File: src/rtl/ps2_pkg.sv
// Shared PS/2 packet-stream definitions: FSM state encoding, framing constants and byte helpers.
// Both the packet transmitter and the packet receiver use these constants.
package ps2_pkg;

  typedef enum logic [2:0] {
    IDLE  = 3'd0,
    BYTE1 = 3'd1,
    BYTE2 = 3'd2,
    BYTE3 = 3'd3,
    GAP   = 3'd4
  } ps2_state_e;

  // Bit that marks the first byte of a packet; idle/gap bytes keep it clear.
  localparam int PS2_SYNC_BIT  = 3;
  localparam int PS2_PKT_BYTES = 3;

  // idx 0 selects byte1 (the MSB byte of the 24-bit packet).
  function automatic logic [7:0] ps2_pkt_byte(input logic [23:0] pkt, input int idx);
    return pkt[8*(PS2_PKT_BYTES-1-idx) +: 8];
  endfunction

  function automatic logic [7:0] ps2_force_sync(input logic [7:0] b);
    logic [7:0] r;
    r = b;
    r[PS2_SYNC_BIT] = 1'b1;
    return r;
  endfunction

endpackage

File: src/rtl/ps2_packet_tx.sv
// Serializes 24-bit PS/2 mouse packets into a framed byte stream; byte1 is presented one cycle after accept.
// Output stalls hold byte and state; in_ready drops while a packet or gap is in flight. Option: PS2TX_FRAME_CHECK_EN.
module ps2_packet_tx
  import ps2_pkg::*;
#(
  parameter int unsigned GAP_CYCLES = 0,
  parameter logic [7:0]  IDLE_BYTE  = 8'h00
) (
  input  logic        clk,
  input  logic        reset,
  input  logic [23:0] in_packet,
  input  logic        in_valid,
  output logic        in_ready,
  output logic [7:0]  out_byte,
  output logic        out_valid,
  input  logic        out_ready,
  output logic        done,
  output logic        busy
`ifdef PS2TX_FRAME_CHECK_EN
  ,
  output logic        frame_err
`endif
);

  localparam logic [3:0] GAP_LAST = 4'((GAP_CYCLES == 0) ? 0 : GAP_CYCLES - 1);

  if (IDLE_BYTE[PS2_SYNC_BIT]) begin : g_bad_idle_byte
    $error("ps2_packet_tx: IDLE_BYTE must keep the sync bit clear");
  end
  if (GAP_CYCLES > 15) begin : g_bad_gap_cycles
    $error("ps2_packet_tx: GAP_CYCLES must be in 0..15");
  end

  ps2_state_e  state_q, state_d;
  logic [23:0] pkt_q, pkt_d;
  logic [3:0]  gap_cnt_q, gap_cnt_d;
  logic        done_q, done_d;
  logic        accept;
  logic        pkt_bad;
  logic        start;
  logic [7:0]  byte1;

`ifdef PS2TX_FRAME_CHECK_EN
  logic frame_err_q, frame_err_d;

  // Unframed packets are consumed but dropped, so byte1 is sent unmodified.
  assign pkt_bad     = ~in_packet[16 + PS2_SYNC_BIT];
  assign byte1       = ps2_pkt_byte(pkt_q, 0);
  assign frame_err_d = accept && pkt_bad;
  assign frame_err   = frame_err_q;
`else
  assign pkt_bad = 1'b0;
  assign byte1   = ps2_force_sync(ps2_pkt_byte(pkt_q, 0));
`endif

  assign accept = in_valid && in_ready;
  assign start  = accept && !pkt_bad;
  assign done   = done_q;

  always_comb begin
    state_d   = state_q;
    pkt_d     = pkt_q;
    gap_cnt_d = gap_cnt_q;
    done_d    = 1'b0;
    out_valid = 1'b0;
    out_byte  = IDLE_BYTE;
    busy      = (state_q != IDLE);
    // The BYTE3 term lets the next packet start with no bubble when no gap is configured.
    in_ready  = (state_q == IDLE) ||
                ((state_q == BYTE3) && out_ready && (GAP_CYCLES == 0));

    if (accept) begin
      pkt_d = in_packet;
    end

    case (state_q)
      IDLE: begin
        if (start) begin
          state_d = BYTE1;
        end
      end
      BYTE1: begin
        out_valid = 1'b1;
        out_byte  = byte1;
        if (out_ready) begin
          state_d = BYTE2;
        end
      end
      BYTE2: begin
        out_valid = 1'b1;
        out_byte  = ps2_pkt_byte(pkt_q, 1);
        if (out_ready) begin
          state_d = BYTE3;
        end
      end
      BYTE3: begin
        out_valid = 1'b1;
        out_byte  = ps2_pkt_byte(pkt_q, 2);
        if (out_ready) begin
          done_d = 1'b1;
          if (GAP_CYCLES != 0) begin
            state_d   = GAP;
            gap_cnt_d = '0;
          end else if (start) begin
            state_d = BYTE1;
          end else begin
            state_d = IDLE;
          end
        end
      end
      GAP: begin
        if (gap_cnt_q == GAP_LAST) begin
          state_d   = IDLE;
          gap_cnt_d = '0;
        end else begin
          gap_cnt_d = gap_cnt_q + 4'd1;
        end
      end
      default: begin
        state_d = IDLE;
      end
    endcase
  end

  always_ff @(posedge clk) begin
    if (reset) begin
      state_q   <= IDLE;
      pkt_q     <= '0;
      gap_cnt_q <= '0;
      done_q    <= 1'b0;
    end else begin
      state_q   <= state_d;
      pkt_q     <= pkt_d;
      gap_cnt_q <= gap_cnt_d;
      done_q    <= done_d;
    end
  end

`ifdef PS2TX_FRAME_CHECK_EN
  always_ff @(posedge clk) begin
    if (reset) begin
      frame_err_q <= 1'b0;
    end else begin
      frame_err_q <= frame_err_d;
    end
  end
`endif

endmodule
File: config.mk
export PLATFORM = sky130hd
export DESIGN_NAME = ps2_packet_tx
export DESIGN_NICKNAME = d
export VERILOG_FILES = /design/src/rtl/ps2_pkg.sv /design/src/rtl/ps2_packet_tx.sv
export SDC_FILE = /design/constraint.sdc
export NUM_CORES = 1
export LEC_CHECK = 0
export CAP_MARGIN = 10
export CORE_UTILIZATION = 38
export CTS_CLUSTER_DIAMETER = 100
export CTS_CLUSTER_SIZE = 16
export DETAILED_ROUTE_END_ITERATION = 12
export HOLD_SLACK_MARGIN = 0.05
export PLACE_DENSITY = 0.68
export SLEW_MARGIN = 5
export SYNTH_ARGS = -nofsm -noshare
export SYNTH_HDL_FRONTEND = slang
export SYNTH_SLANG_ARGS = --single-unit
File: constraint.sdc
create_clock -name clk -period 3.9 [get_ports clk]
set_input_delay 0.78 -clock clk [delete_from_list [all_inputs] [get_ports clk]]
set_output_delay 0.78 -clock clk [all_outputs]
set_load 0.02 [all_outputs]
After elaboration in Yosys (flattened, before gate mapping)
Cells that the tools add are included.

Reductions and logical operators: 9. Eq/ne operators: 9. Bitwise logic cells: 1. Add/sub/neg operators: 1. Mux-type cells: 11.

Operators by type and width (number): $pmux 8 s3 (1); $mux 3 (5); $pmux 3 s5 (1); $ne 2x2->1 const B (5); $eq 3x2->1 const B (2); $reduce_and 5->1 (1); $add 4x1->4 const B (1); $logic_not 4->1 (1); $mux 4 (1); $eq 3x1->1 const B (1); $eq 3x3->1 const B (1); $logic_not 3->1 (1); $mux 1 (3); $reduce_bool 3->1 (1); $reduce_or 3->1 (1); $logic_and 1x1->1 (2); $reduce_or 2->1 (1); $logic_or 1x1->1 (1); $not 1->1 (1).

Bits in registers: 32. Output and inout bits: 12. Logic and storage cells: 35. Input bits: 28.

Depth between registers and ports, before layout
Depth in word-level cells: 7. Mapped depth: 7. Gate-level depth less buffers: 6.

Least setup slack after synthesis
No wires, ideal clock.

Path type: register to output. Start point: register state_q[1]. End point: output port out_byte[0]. Setup slack: 1.887 ns. Required time: 3.120 ns. Cell stages (with the launch flop): 6. Path buffers: 1. Data arrival time: 1.233 ns. Cell sequence: dfxtp_1 -> inv_1 -> ha_1 -> buf_2 -> a222oi_1 -> nor2_1.

Cells in the longest elaborated chain, start to end: 2. Elaborated cells on any way between the ends: 4. Those cells by class: eq/ne (3); mux (1).

RTL lines: start: declaration (line ps2_packet_tx.sv:34) `ps2_state_e state_q, state_d;`; start signal: assignment (line ps2_packet_tx.sv:132) `state_q <= state_d;`; $eq 3x2->1 or $eq 3x1->1 (tied branches) (line ps2_packet_tx.sv:76) `case (state_q)`; $pmux 8 s3 * (line ps2_packet_tx.sv:76); end: declaration (line ps2_packet_tx.sv:14) `output logic [7:0] out_byte,`.

Mark *: on every way between the ends. The rest lies on a longest branch, timed or not.

Worst setup path in the final report
Start point: input port out_ready. End point: output port in_ready.

Cells in the longest elaborated chain, start to end: 2.

RTL lines: start: declaration (line ps2_packet_tx.sv:16) `input logic out_ready,`; $logic_and 1x1->1 (line ps2_packet_tx.sv:70) `((state_q == BYTE3) && out_ready && (GAP_CYCLES == 0));`; $logic_or 1x1->1 (line ps2_packet_tx.sv:69) `in_ready = (state_q == IDLE) ||`; end: declaration (line ps2_packet_tx.sv:13) `output logic in_ready,`.

Every way passes these cells.

==> results.md <==
* I/O pins at 40
* DRC at 0
* Antenna Nets Post-Route at 0
* PD cells at 619 nW/um2
* Synth area leaders: dfxtp_1 (41%), a21oi_1 (9.6%), nand3_1 (9.2%)
* DRT iter0 DRCs at 88
* Ys async rst share at 0
* Setup bufs post-CTS at 0
* Tot GR Track Use at 0.181
* Seq/Total Area, Yosys at 0.414
* Comb power frac at 0.515
* Clock Path Buffers at 2
* Crit Path Max Fanout at 24
* Most used cell along the critical path: clkdlybuf4s50_1
* Global route hottest layer: met2
* Crit path kind: in -> out
* Slew Limit Fails at 0
* Crit path cell chain: clkdlybuf4s50_1 > a21oi_4 > inv_4 > clkdlybuf4s50_1
* Layout Nets at 211
* GRT met1 Usage at 0.224
* Cells after Synth at 149
* GRT overflow at 0
* Initial antenna violation count at 0
* Worst setup margin at 828 ps
* Die X at 59.5 um
* Sequential Power Share at 0.349
* Cells on worst reg2reg path at 5
* Post-synth EDFFs at 0
* CTS tree: yes
* Largest net degree at the start of global routing at 28
* WHS Endpoint: pkt_q[8]
* Synth warnings at 0
* Max incr delay on CP at 650 ps
* Clk sinks at 26
* DR pass1 iterations at 4
* RePlAce Congestion at 0.751
* Row count at 20
* Clk_skew at 1.26 ps
* Met2 Use GR at 0.315
* Mapped Area at 1260 um2
* Core area at 3100 um2
* Pre-CTS setup slack at 829 ps
* Worst hold path type: reg -> reg
* Min Tclk post-route at 3070 ps
* Filler instances at 322
* Reg clk slew, reported paths at 130 ps
* Setup crit end kind: primary output
* Setup TNS at 0 ps
* Clock network fraction of total power at 0.136
* Crit path launch type: input pin
* RSZ-0062 raised after global routing: false
* Setup violators final at 0
* Layout area overhead at 30.2%
* Library cells used by synthesis at 24
* Switching Share at 0.426
* Hold Crit Start: pkt_q[8]
* H-tree depth at 1
* Vias at 1192
* CP Buf/Inv Count at 3
* Cts hold-fix bufs at 0
* Fmax at 326 MHz
* Status: complete, no violations
* Routed length per placed instance at 13.7 um
* # port buffers at 38
* Clk_lat worst skew at 330 ps
* Initial core utilization at 0.405
* FF-to-FF End: pkt_q[0]
* Switching pwr at 431 uW
* Die ar. at 3540 um2
* Crit share post-route at 0.788
* Average footprint of a synthesized cell at 8.43 um2
* Post-CTS Resized at 0
* Synth Flop Type: dfxtp_1
* Max stage delay cell, worst path: clkdlybuf4s50_1
* First-pass GRT wire length at 4.86 mm
* DP Wirelength at 2.09 mm
* Detailed Route WL at 3.03 mm
* Max-cap viol count at 0
* Post-synth top area cell: dfxtp_1
* Top-area cell type share of the netlist area at 0.414
* Worst R2R Setup Slack at 2230 ps
* Number of CTS-inserted buffers at 3
* Clock Root Buffer: clkbuf_4
* Top delay family on crit path: buffers and inverters
* Vias in the first global route at 1091
* Register bit total from synthesis at 26
* Max-slew headroom at 0.358
* Ant diodes at 0
* Max VDD drop at 0.248 mV
* Arrival time worst endpoint at 2290 ps
* Syn_nets at 182
* Vias per cell at 5.39
* Pwr Total at 1010 uW
* Met3 GRT Util at 0.0328
* Leakage Power at 0.000568 uW
* Hold Fails Final Rpt at 0
* Die height at 59.5 um
* Share of post-route cells with drive strength above 1 at 0.0508
* Hold path depth at 2
* Worst slew pin tran at 960 ps
* Int Pwr at 581 uW
* Reg-to-Reg Start: state_q[1]
* Required @ worst endpoint at 3120 ps
## through the flow
stage / instance area (um2) / std cells / hold WS, ps / util
after global routing: 1640 / 221 / 514 / 0.527
after CTS: 1640 / 221 / 490 / 0.527
after global placement: 1600 / 217 / 466 / 0.515
final: 1640 / 221 / 492 / 0.527
after floorplan: 1260 / 149 / 453 / -
after detailed placement: 1600 / 217 / 470 / 0.515
## worst register-to-register path: cells and delay by family (launching register included)
family                     cells  cell delay [ps]
AOI/OAI and AO/OA              3              400
DFF                            1              400
buffers and inverters          1              230
adders and majority gates      1              510
## power by group through the flow
stage               Sequential, uW  Clock [uW]  Combinational, uW
finish                         353         137                521
floorplan                      349           0                417
global route                   359         144                572
CTS                            352         141                523
detailed placement             358           0                522
global placement               356           0                510
## registers in the layout, summed over array words and instances (netlist names)
name,count
pkt_q,23
done,1
state_q,2
## cell usage after synthesis, types with 4 or more instances
library cell / count
dfxtp_1: 26
a21oi_1: 24
nand3_1: 23
o21ai_0: 13
o21ai_1: 10
nor2_1: 9
a222oi_1: 7
buf_2: 6
ha_1: 5
buf_6: 4
inv_1: 4
## worst max path at each step
stage | start | to | slack, ps | cells past startpoint
3_5_place_dp | out_ready | in_ready | 830 | 4
2_1_floorplan | state_q[1] | out_byte[0] | 1890 | 5
4_1_cts | out_ready | in_ready | 830 | 4
6_report | out_ready | in_ready | 830 | 4
3_3_place_gp | out_ready | in_ready | 830 | 4
5_1_grt | out_ready | in_ready | 750 | 4
## layout by cell type, fill, tap and decap left out, types with 4 or more instances in the layout
master | synthesis | final
nand3_1 | 23 | 23
dfxtp_1 | 26 | 26
ha_1 | 5 | 5
o21ai_1 | 10 | 10
o21ai_0 | 13 | 13
inv_1 | 4 | 4
clkdlybuf4s50_1 | 0 | 38
a222oi_1 | 7 | 7
a21oi_1 | 24 | 24
nor2_1 | 9 | 9
## layer usage
metal	wire length (um)	vias to the layer above
met5	0	-
met4	49	0
met3	192	5
met2	1440	37
met1	1350	550
li1	-	600
## cell families (layout without fill, tap and decap cells)
logic type | Yosys count | count (layout) | share of synthesized area
mux | 1 | 1 | 0.00797
fa+ha+maj | 5 | 5 | 0.0498
buf+inv | 21 | 49 | 0.103
simple gates | 37 | 37 | 0.138
compound gates | 59 | 59 | 0.287
flops | 26 | 26 | 0.414
## area by class of cell
| class | count | area [um2] | area share |
|---|---|---|---|
| Clock buffer | 4 | 36.3 | 0.0222 |
| Timing Repair Buffer | 40 | 395 | 0.242 |
| Sequential cell | 26 | 520 | 0.318 |
| Inverter | 5 | 21.3 | 0.0130 |
| Tap cell | 44 | 55.1 | 0.0337 |
| Multi-Input combinational cell | 102 | 607 | 0.371 |
Note: power is estimated with default switching activity, not from simulation.
